$ cat src/rtl/glb_pe_pkg.sv
// Shared types and constant helpers for the global PE multicaster.
// Holds channel/state enums plus tag-width and broadcast-tag functions.
package glb_pe_pkg;

    typedef enum logic [1:0] {
        CH_IFMAP = 2'd0,
        CH_FILT  = 2'd1,
        CH_PSUM  = 2'd2,
        CH_RSVD  = 2'd3
    } ch_e;

    typedef enum logic [1:0] {
        IDLE = 2'd0,
        LOAD = 2'd1,
        MAC  = 2'd2,
        OUT  = 2'd3
    } state_e;

    localparam int NUM_FIFO = 3;

    function automatic int tag_w(input int num_col);
        return $clog2(num_col) + 1;
    endfunction

    // All-ones tag of the bus width addresses every column at once.
    function automatic int bcast_tag(input int num_col);
        return (1 << tag_w(num_col)) - 1;
    endfunction

endpackage

$ cat src/rtl/glb_pe_mc_if.sv
// X-bus input and psum output handshake bundle of the global PE.
// slave = PE side, master = bus/downstream side.
interface glb_pe_mc_if #(
    parameter int DATA_WIDTH = 16,
    parameter int TAG_W      = 3
) ();

    logic                  bus_valid;
    logic                  bus_ready;
    logic [TAG_W-1:0]      bus_tag;
    logic [1:0]            bus_ch;
    logic [DATA_WIDTH-1:0] bus_data;

    logic                  out_valid;
    logic                  out_ready;
    logic [DATA_WIDTH-1:0] out_data;

    modport slave (
        input  bus_valid, bus_tag, bus_ch, bus_data, out_ready,
        output bus_ready, out_valid, out_data
    );

    modport master (
        output bus_valid, bus_tag, bus_ch, bus_data, out_ready,
        input  bus_ready, out_valid, out_data
    );

endinterface

$ cat src/rtl/glb_pe_fifo.sv
// Synchronous show-ahead FIFO used for each PE operand channel.
// Head word is visible on o_data whenever o_empty is low.
module glb_pe_fifo #(
    parameter int DATA_WIDTH = 16,
    parameter int FIFO_DEPTH = 16,
    localparam int PTR_W = $clog2(FIFO_DEPTH),
    localparam int CNT_W = $clog2(FIFO_DEPTH + 1)
) (
    input  logic                  clk,
    input  logic                  rst,
    input  logic                  i_push,
    input  logic [DATA_WIDTH-1:0] i_data,
    input  logic                  i_pop,
    output logic [DATA_WIDTH-1:0] o_data,
    output logic                  o_full,
    output logic                  o_empty,
    output logic [CNT_W-1:0]      o_count
);

    logic [DATA_WIDTH-1:0] r_mem [FIFO_DEPTH];
    logic [PTR_W-1:0]      r_wr_ptr;
    logic [PTR_W-1:0]      r_rd_ptr;
    logic [CNT_W-1:0]      r_count;
    logic                  w_do_push;
    logic                  w_do_pop;

    assign o_full    = (r_count == CNT_W'(FIFO_DEPTH));
    assign o_empty   = (r_count == '0);
    assign o_count   = r_count;
    assign o_data    = r_mem[r_rd_ptr];
    assign w_do_push = i_push && !o_full;
    assign w_do_pop  = i_pop && !o_empty;

    always_ff @(posedge clk) begin
        if (w_do_push) begin
            r_mem[r_wr_ptr] <= i_data;
        end
    end

    // Pointers wrap naturally because the depth is a power of two.
    always_ff @(posedge clk) begin
        if (rst) begin
            r_wr_ptr <= '0;
            r_rd_ptr <= '0;
            r_count  <= '0;
        end else begin
            if (w_do_push) begin
                r_wr_ptr <= r_wr_ptr + PTR_W'(1);
            end
            if (w_do_pop) begin
                r_rd_ptr <= r_rd_ptr + PTR_W'(1);
            end
            if (w_do_push && !w_do_pop) begin
                r_count <= r_count + CNT_W'(1);
            end else if (w_do_pop && !w_do_push) begin
                r_count <= r_count - CNT_W'(1);
            end
        end
    end

endmodule

$ cat src/rtl/glb_pe_mc.sv
// Global PE: tag-filtered X-bus intake, per-channel FIFOs, kernel MAC, psum out.
// Optional macro GLB_PE_SAT_EN: saturating out_data plus sticky sat_flag port.
module glb_pe_mc
    import glb_pe_pkg::*;
#(
    parameter int DATA_WIDTH = 16,
    parameter int NUM_COL    = 4,
    parameter int FIFO_DEPTH = 16,
    parameter int MAX_KLEN   = 16,
    parameter int ACC_WIDTH  = 40,
    parameter int FRAC_BITS  = 8,
    localparam int TAG_W  = tag_w(NUM_COL),
    localparam int KLEN_W = $clog2(MAX_KLEN + 1)
) (
    input  logic              clk,
    input  logic              rst,
    input  logic              cfg_valid,
    input  logic [TAG_W-1:0]  cfg_tag,
    input  logic [KLEN_W-1:0] cfg_klen,
    output logic              tag_lock,
    glb_pe_mc_if.slave        bus,
    output logic              busy
`ifdef GLB_PE_SAT_EN
    ,
    output logic              sat_flag
`endif
);

    localparam logic [TAG_W-1:0] BCAST = TAG_W'(bcast_tag(NUM_COL));
    localparam int CNT_W = $clog2(FIFO_DEPTH + 1);
    localparam int C_IF  = int'(CH_IFMAP);
    localparam int C_FI  = int'(CH_FILT);
    localparam int C_PS  = int'(CH_PSUM);

    state_e                       r_state;
    logic [TAG_W-1:0]             r_tag;
    logic [KLEN_W-1:0]            r_klen;
    logic                         r_tag_lock;
    logic signed [ACC_WIDTH-1:0]  r_acc;
    logic [KLEN_W-1:0]            r_cnt;
    logic                         r_out_valid;
    logic [DATA_WIDTH-1:0]        r_out_data;

    logic                         w_push    [NUM_FIFO];
    logic                         w_pop     [NUM_FIFO];
    logic                         w_full    [NUM_FIFO];
    logic                         w_empty   [NUM_FIFO];
    logic [DATA_WIDTH-1:0]        w_rd_data [NUM_FIFO];
    logic [CNT_W-1:0]             w_count   [NUM_FIFO];

    logic                         w_match;
    logic                         w_bus_ready;
    logic                         w_mac_fire;
    logic [KLEN_W-1:0]            w_klen_eff;
    logic signed [2*DATA_WIDTH-1:0] w_prod;
    logic signed [ACC_WIDTH-1:0]  w_psum_ext;
    logic signed [ACC_WIDTH-1:0]  w_acc_next;
    logic signed [ACC_WIDTH-1:0]  w_shift;
    logic [DATA_WIDTH-1:0]        w_res;

    assign w_match = r_tag_lock && ((bus.bus_tag == r_tag) || (bus.bus_tag == BCAST));

    // Unmatched and reserved-channel words are always taken so other columns never stall.
    always_comb begin
        w_bus_ready = 1'b1;
        if (w_match) begin
            case (ch_e'(bus.bus_ch))
                CH_IFMAP: w_bus_ready = !w_full[C_IF];
                CH_FILT:  w_bus_ready = !w_full[C_FI];
                CH_PSUM:  w_bus_ready = !w_full[C_PS];
                default:  w_bus_ready = 1'b1;
            endcase
        end
    end

    assign w_mac_fire = (r_state == MAC) && !w_empty[C_IF] && !w_empty[C_FI];

    always_comb begin
        w_pop[C_IF] = w_mac_fire;
        w_pop[C_FI] = w_mac_fire;
        w_pop[C_PS] = (r_state == LOAD);
    end

    generate
        for (genvar gi = 0; gi < NUM_FIFO; gi++) begin : g_fifo
            assign w_push[gi] = bus.bus_valid && w_match && (bus.bus_ch == 2'(gi)) && !w_full[gi];

            glb_pe_fifo #(
                .DATA_WIDTH (DATA_WIDTH),
                .FIFO_DEPTH (FIFO_DEPTH)
            ) u_fifo (
                .clk     (clk),
                .rst     (rst),
                .i_push  (w_push[gi]),
                .i_data  (bus.bus_data),
                .i_pop   (w_pop[gi]),
                .o_data  (w_rd_data[gi]),
                .o_full  (w_full[gi]),
                .o_empty (w_empty[gi]),
                .o_count (w_count[gi])
            );
        end
    endgenerate

    wire w_unused_count = ^{w_count[0], w_count[1], w_count[2]};

    always_comb begin
        w_klen_eff = cfg_klen;
        if (cfg_klen == '0) begin
            w_klen_eff = KLEN_W'(1);
        end else if (cfg_klen > KLEN_W'(MAX_KLEN)) begin
            w_klen_eff = KLEN_W'(MAX_KLEN);
        end
    end

    assign w_prod     = $signed(w_rd_data[C_IF]) * $signed(w_rd_data[C_FI]);
    assign w_psum_ext = {{(ACC_WIDTH-DATA_WIDTH){w_rd_data[C_PS][DATA_WIDTH-1]}}, w_rd_data[C_PS]};
    assign w_acc_next = r_acc + {{(ACC_WIDTH-2*DATA_WIDTH){w_prod[2*DATA_WIDTH-1]}}, w_prod};
    assign w_shift    = w_acc_next >>> FRAC_BITS;

`ifdef GLB_PE_SAT_EN
    logic w_ovf;
    logic r_sat;

    // In range only when every bit above the result sign bit copies it.
    assign w_ovf = !((&w_shift[ACC_WIDTH-1:DATA_WIDTH-1]) || !(|w_shift[ACC_WIDTH-1:DATA_WIDTH-1]));
    assign w_res = !w_ovf ? w_shift[DATA_WIDTH-1:0] :
                   w_shift[ACC_WIDTH-1] ? {1'b1, {(DATA_WIDTH-1){1'b0}}} :
                                          {1'b0, {(DATA_WIDTH-1){1'b1}}};
    assign sat_flag = r_sat;

    always_ff @(posedge clk) begin
        if (rst) begin
            r_sat <= 1'b0;
        end else if (w_mac_fire && (r_cnt == r_klen - KLEN_W'(1)) && w_ovf) begin
            r_sat <= 1'b1;
        end
    end
`else
    assign w_res = w_shift[DATA_WIDTH-1:0];
    wire w_unused_shift = ^w_shift[ACC_WIDTH-1:DATA_WIDTH];
`endif

    always_ff @(posedge clk) begin
        if (rst) begin
            r_state     <= IDLE;
            r_tag       <= '0;
            r_klen      <= '0;
            r_tag_lock  <= 1'b0;
            r_acc       <= '0;
            r_cnt       <= '0;
            r_out_valid <= 1'b0;
            r_out_data  <= '0;
        end else begin
            case (r_state)
                IDLE: begin
                    if (cfg_valid) begin
                        r_tag      <= cfg_tag;
                        r_klen     <= w_klen_eff;
                        r_tag_lock <= 1'b1;
                    end
                    if (r_tag_lock && !w_empty[C_PS]) begin
                        r_state <= LOAD;
                    end
                end
                LOAD: begin
                    r_acc   <= w_psum_ext << FRAC_BITS;
                    r_cnt   <= '0;
                    r_state <= MAC;
                end
                MAC: begin
                    if (w_mac_fire) begin
                        r_acc <= w_acc_next;
                        r_cnt <= r_cnt + KLEN_W'(1);
                        // Result is registered on the final pop so out_data is stable in OUT.
                        if (r_cnt == r_klen - KLEN_W'(1)) begin
                            r_state     <= OUT;
                            r_out_valid <= 1'b1;
                            r_out_data  <= w_res;
                        end
                    end
                end
                OUT: begin
                    if (bus.out_ready) begin
                        r_out_valid <= 1'b0;
                        r_state     <= IDLE;
                    end
                end
                default: r_state <= IDLE;
            endcase
        end
    end

    assign tag_lock      = r_tag_lock;
    assign busy          = (r_state != IDLE);
    assign bus.bus_ready = w_bus_ready;
    assign bus.out_valid = r_out_valid;
    assign bus.out_data  = r_out_data;

endmodule
$ cat src/flat_wrapper.sv
// flat-port wrapper written by rule: the top's interface ports become plain ports
module glb_pe_mc_flat import glb_pe_pkg::*;
#(
    parameter int DATA_WIDTH = 16,
    parameter int NUM_COL    = 4,
    parameter int FIFO_DEPTH = 16,
    parameter int MAX_KLEN   = 16,
    parameter int ACC_WIDTH  = 40,
    parameter int FRAC_BITS  = 8,
    localparam int TAG_W  = tag_w(NUM_COL),
    localparam int KLEN_W = $clog2(MAX_KLEN + 1)
)
  (clk, rst, cfg_valid, cfg_tag, cfg_klen, tag_lock, busy, bus_bus_valid, bus_bus_tag, bus_bus_ch, bus_bus_data, bus_out_ready, bus_bus_ready, bus_out_valid, bus_out_data);
  glb_pe_mc_if #(.DATA_WIDTH(DATA_WIDTH)) bus_i ();
  input  logic clk;
  input  logic rst;
  input  logic cfg_valid;
  input  logic [TAG_W-1:0] cfg_tag;
  input  logic [KLEN_W-1:0] cfg_klen;
  output logic tag_lock;
  output logic busy;
  input wire logic [$bits(bus_i.bus_valid)-1:0] bus_bus_valid;
  input wire logic [$bits(bus_i.bus_tag)-1:0] bus_bus_tag;
  input wire logic [$bits(bus_i.bus_ch)-1:0] bus_bus_ch;
  input wire logic [$bits(bus_i.bus_data)-1:0] bus_bus_data;
  input wire logic [$bits(bus_i.out_ready)-1:0] bus_out_ready;
  output wire logic [$bits(bus_i.bus_ready)-1:0] bus_bus_ready;
  output wire logic [$bits(bus_i.out_valid)-1:0] bus_out_valid;
  output wire logic [$bits(bus_i.out_data)-1:0] bus_out_data;
  assign bus_i.bus_valid = bus_bus_valid;
  assign bus_i.bus_tag = bus_bus_tag;
  assign bus_i.bus_ch = bus_bus_ch;
  assign bus_i.bus_data = bus_bus_data;
  assign bus_i.out_ready = bus_out_ready;
  assign bus_bus_ready = bus_i.bus_ready;
  assign bus_out_valid = bus_i.out_valid;
  assign bus_out_data = bus_i.out_data;
  glb_pe_mc #(.DATA_WIDTH(DATA_WIDTH), .NUM_COL(NUM_COL), .FIFO_DEPTH(FIFO_DEPTH), .MAX_KLEN(MAX_KLEN), .ACC_WIDTH(ACC_WIDTH), .FRAC_BITS(FRAC_BITS)) u_core (.clk(clk), .rst(rst), .cfg_valid(cfg_valid), .cfg_tag(cfg_tag), .cfg_klen(cfg_klen), .tag_lock(tag_lock), .bus(bus_i), .busy(busy));
endmodule
$ cat config.mk
export PLATFORM = sky130hd
export DESIGN_NAME = glb_pe_mc_flat
export DESIGN_NICKNAME = d
export VERILOG_FILES = /design/src/rtl/glb_pe_pkg.sv /design/src/rtl/glb_pe_mc_if.sv /design/src/rtl/glb_pe_fifo.sv /design/src/rtl/glb_pe_mc.sv /design/src/flat_wrapper.sv
export SDC_FILE = /design/constraint.sdc
export NUM_CORES = 1
export LEC_CHECK = 0
export BUFFER_PORTS_ARGS = -buffer_cell sky130_fd_sc_hd__buf_2
export CELL_PAD_IN_SITES_DETAIL_PLACEMENT = 2
export CELL_PAD_IN_SITES_GLOBAL_PLACEMENT = 2
export CORE_ASPECT_RATIO = 0.6
export CORE_MARGIN = 2
export CORE_UTILIZATION = 37
export CTS_BUF_LIST = sky130_fd_sc_hd__clkbuf_4 sky130_fd_sc_hd__clkbuf_8 sky130_fd_sc_hd__clkbuf_16
export CTS_CLUSTER_DIAMETER = 150
export CTS_CLUSTER_SIZE = 30
export DETAILED_ROUTE_END_ITERATION = 12
export GPL_TIMING_DRIVEN = 0
export PLACE_DENSITY_LB_ADDON = 0.1
export SLEW_MARGIN = 20
export SYNTH_ARGS = -nofsm -noshare
export SYNTH_HDL_FRONTEND = slang
export SYNTH_SLANG_ARGS = --single-unit
$ cat constraint.sdc
create_clock -name clk -period 11.8 [get_ports clk]
set_input_delay 2.36 -clock clk [delete_from_list [all_inputs] [get_ports clk]]
set_output_delay 2.36 -clock clk [all_outputs]
set_load 0.05 [all_outputs]
==> results.cfg, run 1 <==
[critical_path]
critPathMaxStageDelay_ns = 0.82
worstPathMaxFanout = 10
cp.required_ns = 12.35
crit_path_end_kind = flop
cp_common_cell = fa_1
worst-setup-path-type = reg2reg
cp-start-kind = flop
critPathArrivalTime_ns = 11.73
crit_slowest_cell = clkbuf_1

[timing]
hold_slack_ns = 0.4763
final_max_slew_viol_count = 0
slew_headroom = 0.2216
finalCritPeriodShare = 0.9473
timing.fmax_mhz = 89.46
period_needed_ns = 11.18
rsz0062_at_grt = no
finalHoldViolations = 0
worst_pin_slew_ns = 1.168
setup_viol = 0
finalSetupTns_ns = 0
skew_ns = 0.04523

[placed_design]
port_buffers = 53
dp_cells = 4379
post-dp-hpwl_um = 96490
gp_congestion = 0.8260

[synthesis]
seq_area_frac_synth = 0.5904
ys.flop_type = edfxtp_1
syn_area_per_cell_um2 = 15.39
post_synth_instance_area_mm2 = 0.04273
synth_cells = 2776
synth-async-reset-ratio = 0
synth-seq-cells = 876
synth.distinct_cells = 66
synth_edf_count = 768
synth_nets = 3132
yosys_warnings = 0

[grt]
grt_max_degree = 49
grt_pass1_vias = 26718
grt_overflow_total = 0
track_usage = 0.2226
grt_pass1_wl_um = 190500
antenna_found_initial = 10

[min_path]
hp-class = reg2reg

[power]
peakVddDrop_uv = 91.33
power_density_mw_per_mm2 = 136.8
leakagePower_uw = 0.01625

[routing]
dr.pass1.iters = 5
routed_wl_um = 129900
wl_per_cell_um = 29.28
dr.first_iter.drc_count = 2050
avgViaCountPerCell = 5.411
ant_nets = 0
drc_errors = 0
vias = 24015

[clock_tree]
cts.clk_slew.worst_paths_ns = 0.14
insertion_delay_ns = 0.62
cts.path.max_buffers = 3
htree_levels = 2
cts_sinks = 876
root_buffer = clkbuf_16
cts_buffers = 35
cts_tree = done
hold_buffers = 0

[die]
initial_core_util = 0.3733
core_area_mm2 = 0.1145
fp.dieW_um = 442.7
rows = 96
boundaryPins = 54
dieArea_mm2 = 0.1183
die_h_um = 267.2

[cells_and_area]
final_cells = 4438
drive_gt1_frac = 0.1694
finalNetCount = 3250
area_growth_pct = 9.213
fillers = 11140

[status]
outcome = finished, final reports clean

[job]
drv_cap = 0
-- timing repair --
action,CTS,global route
resized for setup,16,17
endpoints found under the setup margin,20,8
setup buffers,0,0
pin swaps,0,1
-- critical path: cells and delay by family (launching register included) --
family / cells / cell delay (ns)
simple gates: 5 / 0.52
fa+ha+maj: 8 / 3.88
buf+inv: 7 / 2.30
compound gates: 13 / 2.98
mux: 2 / 0.54
flops: 1 / 0.35
xor+xnor: 2 / 0.53
-- final cells by class --
type	instances	area, um2	area share
clock buffer	55	1044	0.02236
sequential	876	25220	0.5406
clock inverter	4	52.55	0.001126
multi-input combinational	1499	16190	0.3471
timing repair buffer	86	636.9	0.01365
tap	1519	1901	0.04073
inverter	294	1104	0.02365
antenna	3	7.507	0.0001609
buffer	102	499.2	0.01070
-- cell usage in the layout (no fill, tap or decap), types with 18 or more instances in the layout --
cell / Yosys / routed
clkbuf_4: 0 / 21
mux2_2: 18 / 18
fa_1: 191 / 191
buf_2: 11 / 64
ha_1: 131 / 131
clkbuf_1: 67 / 54
nor3_1: 28 / 19
nor2b_1: 20 / 20
mux2i_1: 36 / 35
nor2_1: 233 / 209
nand2_1: 180 / 180
nand2b_1: 18 / 18
xnor2_1: 51 / 50
a21oi_1: 74 / 74
dfxtp_1: 108 / 108
clkbuf_16: 0 / 36
edfxtp_1: 768 / 768
o21ai_0: 44 / 38
a21o_1: 22 / 22
mux4_2: 213 / 213
inv_1: 294 / 294
a22oi_1: 20 / 20
xor2_1: 37 / 37
-- worst paths after layout --
path	start	end	slack [ns]	depth (start not counted)
worst min-delay path	u_core.bus.out_data[2]	u_core.bus.out_data[2]	0.48	2
worst min register to register	u_core.bus.out_data[2]	u_core.bus.out_data[2]	0.48	2
worst max register to register	flop	u_core.bus.out_data[13]	0.62	37
worst max-delay path	flop	u_core.bus.out_data[13]	0.62	37
-- per-layer routing --
| layer | vias to the layer above | track usage | share of wire |
|---|---|---|---|
| li1 | 10312 | - | - |
| met3 | 88 | 0.03588 | 0.055 |
| met2 | 558 | 0.3329 | 0.43 |
| met4 | 2 | 0.03804 | 0.016 |
| met5 | - | 0 | 0.00012 |
| met1 | 13055 | 0.3449 | 0.50 |
-- where the power goes --
part / total [uW] / switching [uW] / leakage (uW) / internal, uW
sequential: 3410 / 24.7 / 0.00777 / 3390
clock: 1600 / 969 / 0.000552 / 634
combinational: 1370 / 892 / 0.00792 / 474
-- registers in the layout, indices dropped and copies added (netlist names), 3 cells and up, named ones only --
name	cells
u_core.g_fifo.u_fifo.r_mem	768
u_core.r_cnt	5
u_core.g_fifo.u_fifo.o_count	15
u_core.r_acc	24
u_core.r_klen	5
u_core.bus.out_data	16
u_core.g_fifo.u_fifo.r_wr_ptr	12
u_core.g_fifo.u_fifo.r_rd_ptr	12
u_core.r_tag	3
-- per-stage QoR --
| step | power (uW) | area, um2 | utilization | worst slack (ns) |
|---|---|---|---|---|
| 4_1_cts | 6416 | 46580 | 0.4069 | 0.005090 |
| 6_report | 6381 | 46660 | 0.4076 | 0.6216 |
| 3_3_place_gp | 4765 | 44890 | 0.3922 | -1.339 |
| 5_1_grt | 6657 | 46650 | 0.4076 | 0.01912 |
| 3_5_place_dp | 4821 | 45470 | 0.3972 | -1.398 |
| 2_1_floorplan | 4296 | 42730 | - | 2.197 |
-- Yosys cell counts (all sizes together), types with 6 or more instances --
library cell | n | share of area
a21o | 22 | 0.0039
a21oi | 75 | 0.0089
a221oi | 6 | 0.0019
a22oi | 20 | 0.0035
a31oi | 16 | 0.0023
and2 | 21 | 0.0031
buf | 40 | 0.0054
clkbuf | 67 | 0.0059
dfxtp | 108 | 0.051
edfxtp | 768 | 0.54
fa | 191 | 0.089
ha | 131 | 0.038
inv | 294 | 0.026
mux2 | 18 | 0.0047
mux2i | 36 | 0.0084
mux4 | 221 | 0.12
nand2 | 181 | 0.016
nand2b | 18 | 0.0026
nand3 | 13 | 0.0015
nand3b | 7 | 0.0012
nand4 | 12 | 0.0018
nor2 | 234 | 0.021
nor2b | 20 | 0.0029
nor3 | 28 | 0.0033
o21a | 10 | 0.0018
o21ai | 55 | 0.0064
or2 | 10 | 0.0015
or3 | 7 | 0.0010
xnor2 | 51 | 0.010
xor2 | 37 | 0.0076
-- cells by family after synthesis --
logic type | after synthesis | share of synthesized area
flip-flops | 876 | 0.5904
AND/OR/NAND/NOR | 567 | 0.05813
buffers and inverters | 401 | 0.03716
adder cells (fa/ha/maj) | 322 | 0.1279
multiplexers | 275 | 0.1304
AO/OA/AOI/OAI | 244 | 0.03649
XOR/XNOR | 91 | 0.01962
(Power assumes the default switching activity.)
==> inputs of run 2 (changes only) <==
--- a/config.mk
+++ b/config.mk
@@ -12,3 +12,3 @@
 export CORE_MARGIN = 2
-export CORE_UTILIZATION = 37
+export CORE_UTILIZATION = 45
 export CTS_BUF_LIST = sky130_fd_sc_hd__clkbuf_4 sky130_fd_sc_hd__clkbuf_8 sky130_fd_sc_hd__clkbuf_16
@@ -17,2 +17,3 @@
 export DETAILED_ROUTE_END_ITERATION = 12
+export GPL_ROUTABILITY_DRIVEN = 0
 export GPL_TIMING_DRIVEN = 0
==> constraint.sdc (replaced) <==
create_clock -name clk -period 11.8 [get_ports clk]
set_input_delay 2.95 -clock clk [delete_from_list [all_inputs] [get_ports clk]]
set_output_delay 2.95 -clock clk [all_outputs]
set_load 0.05 [all_outputs]
==> run 2 against run 1 <==
  * Register-to-register slack worse by 0.15 ns
  * Sequential cell count stayed put
  * Utilization is 8.4 points higher
  * Non-clock buffer count is 5 lower
  * Final cell count is 6.5% lower
  * Sequential share of layout area is 0.49 points higher
  * Total power is 0.34% lower
  * Via count is 3.6% higher
  * Hold slack better by 0.0032 ns
  * Critical endpoint unchanged
  * Count of clock-buffer cells in the layout is 6 lower
==> results.cfg, run 2 (synthesis gave the netlist of run 1 again) <==
[cells_and_area]
fillers = 8748
layout_commonest_cell = edfxtp_1
drive_gt1_frac = 0.1656
n_antenna_cell = 0
area_growth_pct = 8.235
finalNetCount = 3245
stdcell_area_mm2 = 0.04624
largest_reg_flops = 768
final_core_util = 0.4917
regMostFlops = u_core.g_fifo.u_fifo.r_mem
final_cell_mix = edfxtp_1 (768), inv_1 (294), mux4_2 (213)

[grt]
antenna_found_initial = 2
grt_pass1_wl_um = 197600
track_usage = 0.2822
grt_pass1_vias = 27532
grt_overflow_total = 0
grt_max_degree = 49

[clock_tree]
root_buffer = clkbuf_16
cts_sinks = 876
post-cts-setup-buffers = 0
insertion_delay_ns = 0.64
cts.path.max_buffers = 3
cts_buffers = 35
cts.clk_slew.worst_paths_ns = 0.13
htree_levels = 2
cts_tree = done
hold_buffers = 0

[power]
power_density_mw_per_mm2 = 137.5
leakagePower_uw = 0.01620
peakVddDrop_uv = 132.8

[timing]
final_max_slew_viol_count = 0
setup_viol = 0
worst_pin_slew_ns = 1.232
finalHoldViolations = 0
period_needed_ns = 11.33
rsz0062_at_grt = no
slew_headroom = 0.1786
skew_ns = 0.04441
finalCritPeriodShare = 0.9598
finalSetupTns_ns = 0
timing.fmax_mhz = 88.29

[routing]
dr.first_iter.drc_count = 2411
wl_per_cell_um = 32.80
routed_wl_um = 136200
ant_nets = 0
drc_errors = 0
avgViaCountPerCell = 5.993
dr.pass1.iters = 5
vias = 24875

[critical_path]
crit_slowest_cell = o21ai_1
crit_path_end_kind = flop
worstPathMaxFanout = 10
critPathArrivalTime_ns = 11.91
cp_common_cell = fa_1
critPathMaxStageDelay_ns = 0.76
cp.required_ns = 12.38
worst-setup-path-type = reg2reg
r2r_setup_slack_ns = 0.47
cp-start-kind = flop

[die]
rows = 87
fp.dieW_um = 401.8
dieArea_mm2 = 0.09751
initial_core_util = 0.4543
die_h_um = 242.7
core_area_mm2 = 0.09405
boundaryPins = 54

[placed_design]
post_dp_cell_area_mm2 = 0.04513
port_buffers = 53
post-dp-hpwl_um = 99790

[job]
drv_cap = 0

[min_path]
hp-class = reg2reg

[status]
outcome = finished, final reports clean
## run 2: layer usage
layer	vias up	wire length, um	global-route usage
met5	-	10	0
met4	2	3619	0.06922
met3	140	9724	0.04955
met2	908	62200	0.4380
met1	13520	60600	0.4161
li1	10305	-	-
## run 2: path summary, 6_finish.rpt
path                                        from                 endpoint  cells past startpoint
worst max register to register              flop  u_core.bus.out_data[13]                     33
worst min-delay path            u_core.r_klen[4]         u_core.r_klen[4]                      2
worst min register to register  u_core.r_klen[4]         u_core.r_klen[4]                      2
worst max-delay path                        flop  u_core.bus.out_data[13]                     33
## run 2: power breakdown
part	switching [uW]	total [uW]	internal (uW)
clock	977	1580	606
combinational	897	1370	470
sequential	22.4	3410	3390
total	1900	6360	4460
## run 2: critical path: cells and delay by family (launching register included)
kind	cells	cell delay, ns
fa+ha+maj	8	3.96
compound gates	10	2.86
simple gates	4	0.66
mux	2	0.52
buf+inv	7	2.16
xor+xnor	2	0.71
flops	1	0.36
## run 2: area by class of cell
type                    count  area (um2)  area share
inverters                 294        1104     0.02386
multi-input cells        1499       16210      0.3505
clock inverters             4       85.08    0.001840
well taps                1246        1559     0.03371
repair buffers             83       601.8     0.01301
flip-flops and latches    876       25220      0.5455
plain buffers             100       481.7     0.01042
clock buffers              49       980.9     0.02121
## run 2: metrics by stage
| step | hold slack, ns | power [uW] | worst slack, ns | cells |
|---|---|---|---|---|
| after floorplan | 0.4449 | 4296 | 2.197 | 2776 |
| after global placement | 0.4594 | 4736 | -1.224 | 4075 |
| final | 0.4795 | 6360 | 0.4739 | 4151 |
| after CTS | 0.4851 | 6360 | 0.04147 | 4152 |
| after global routing | 0.5010 | 6582 | 0.03264 | 4151 |
| after detailed placement | 0.4689 | 4808 | -1.359 | 4104 |
## run 2: what timing repair did
action,in CTS,in global routing
resized for setup,17,10
hold endpoints to repair,0,0
endpoints found under the setup margin,20,14
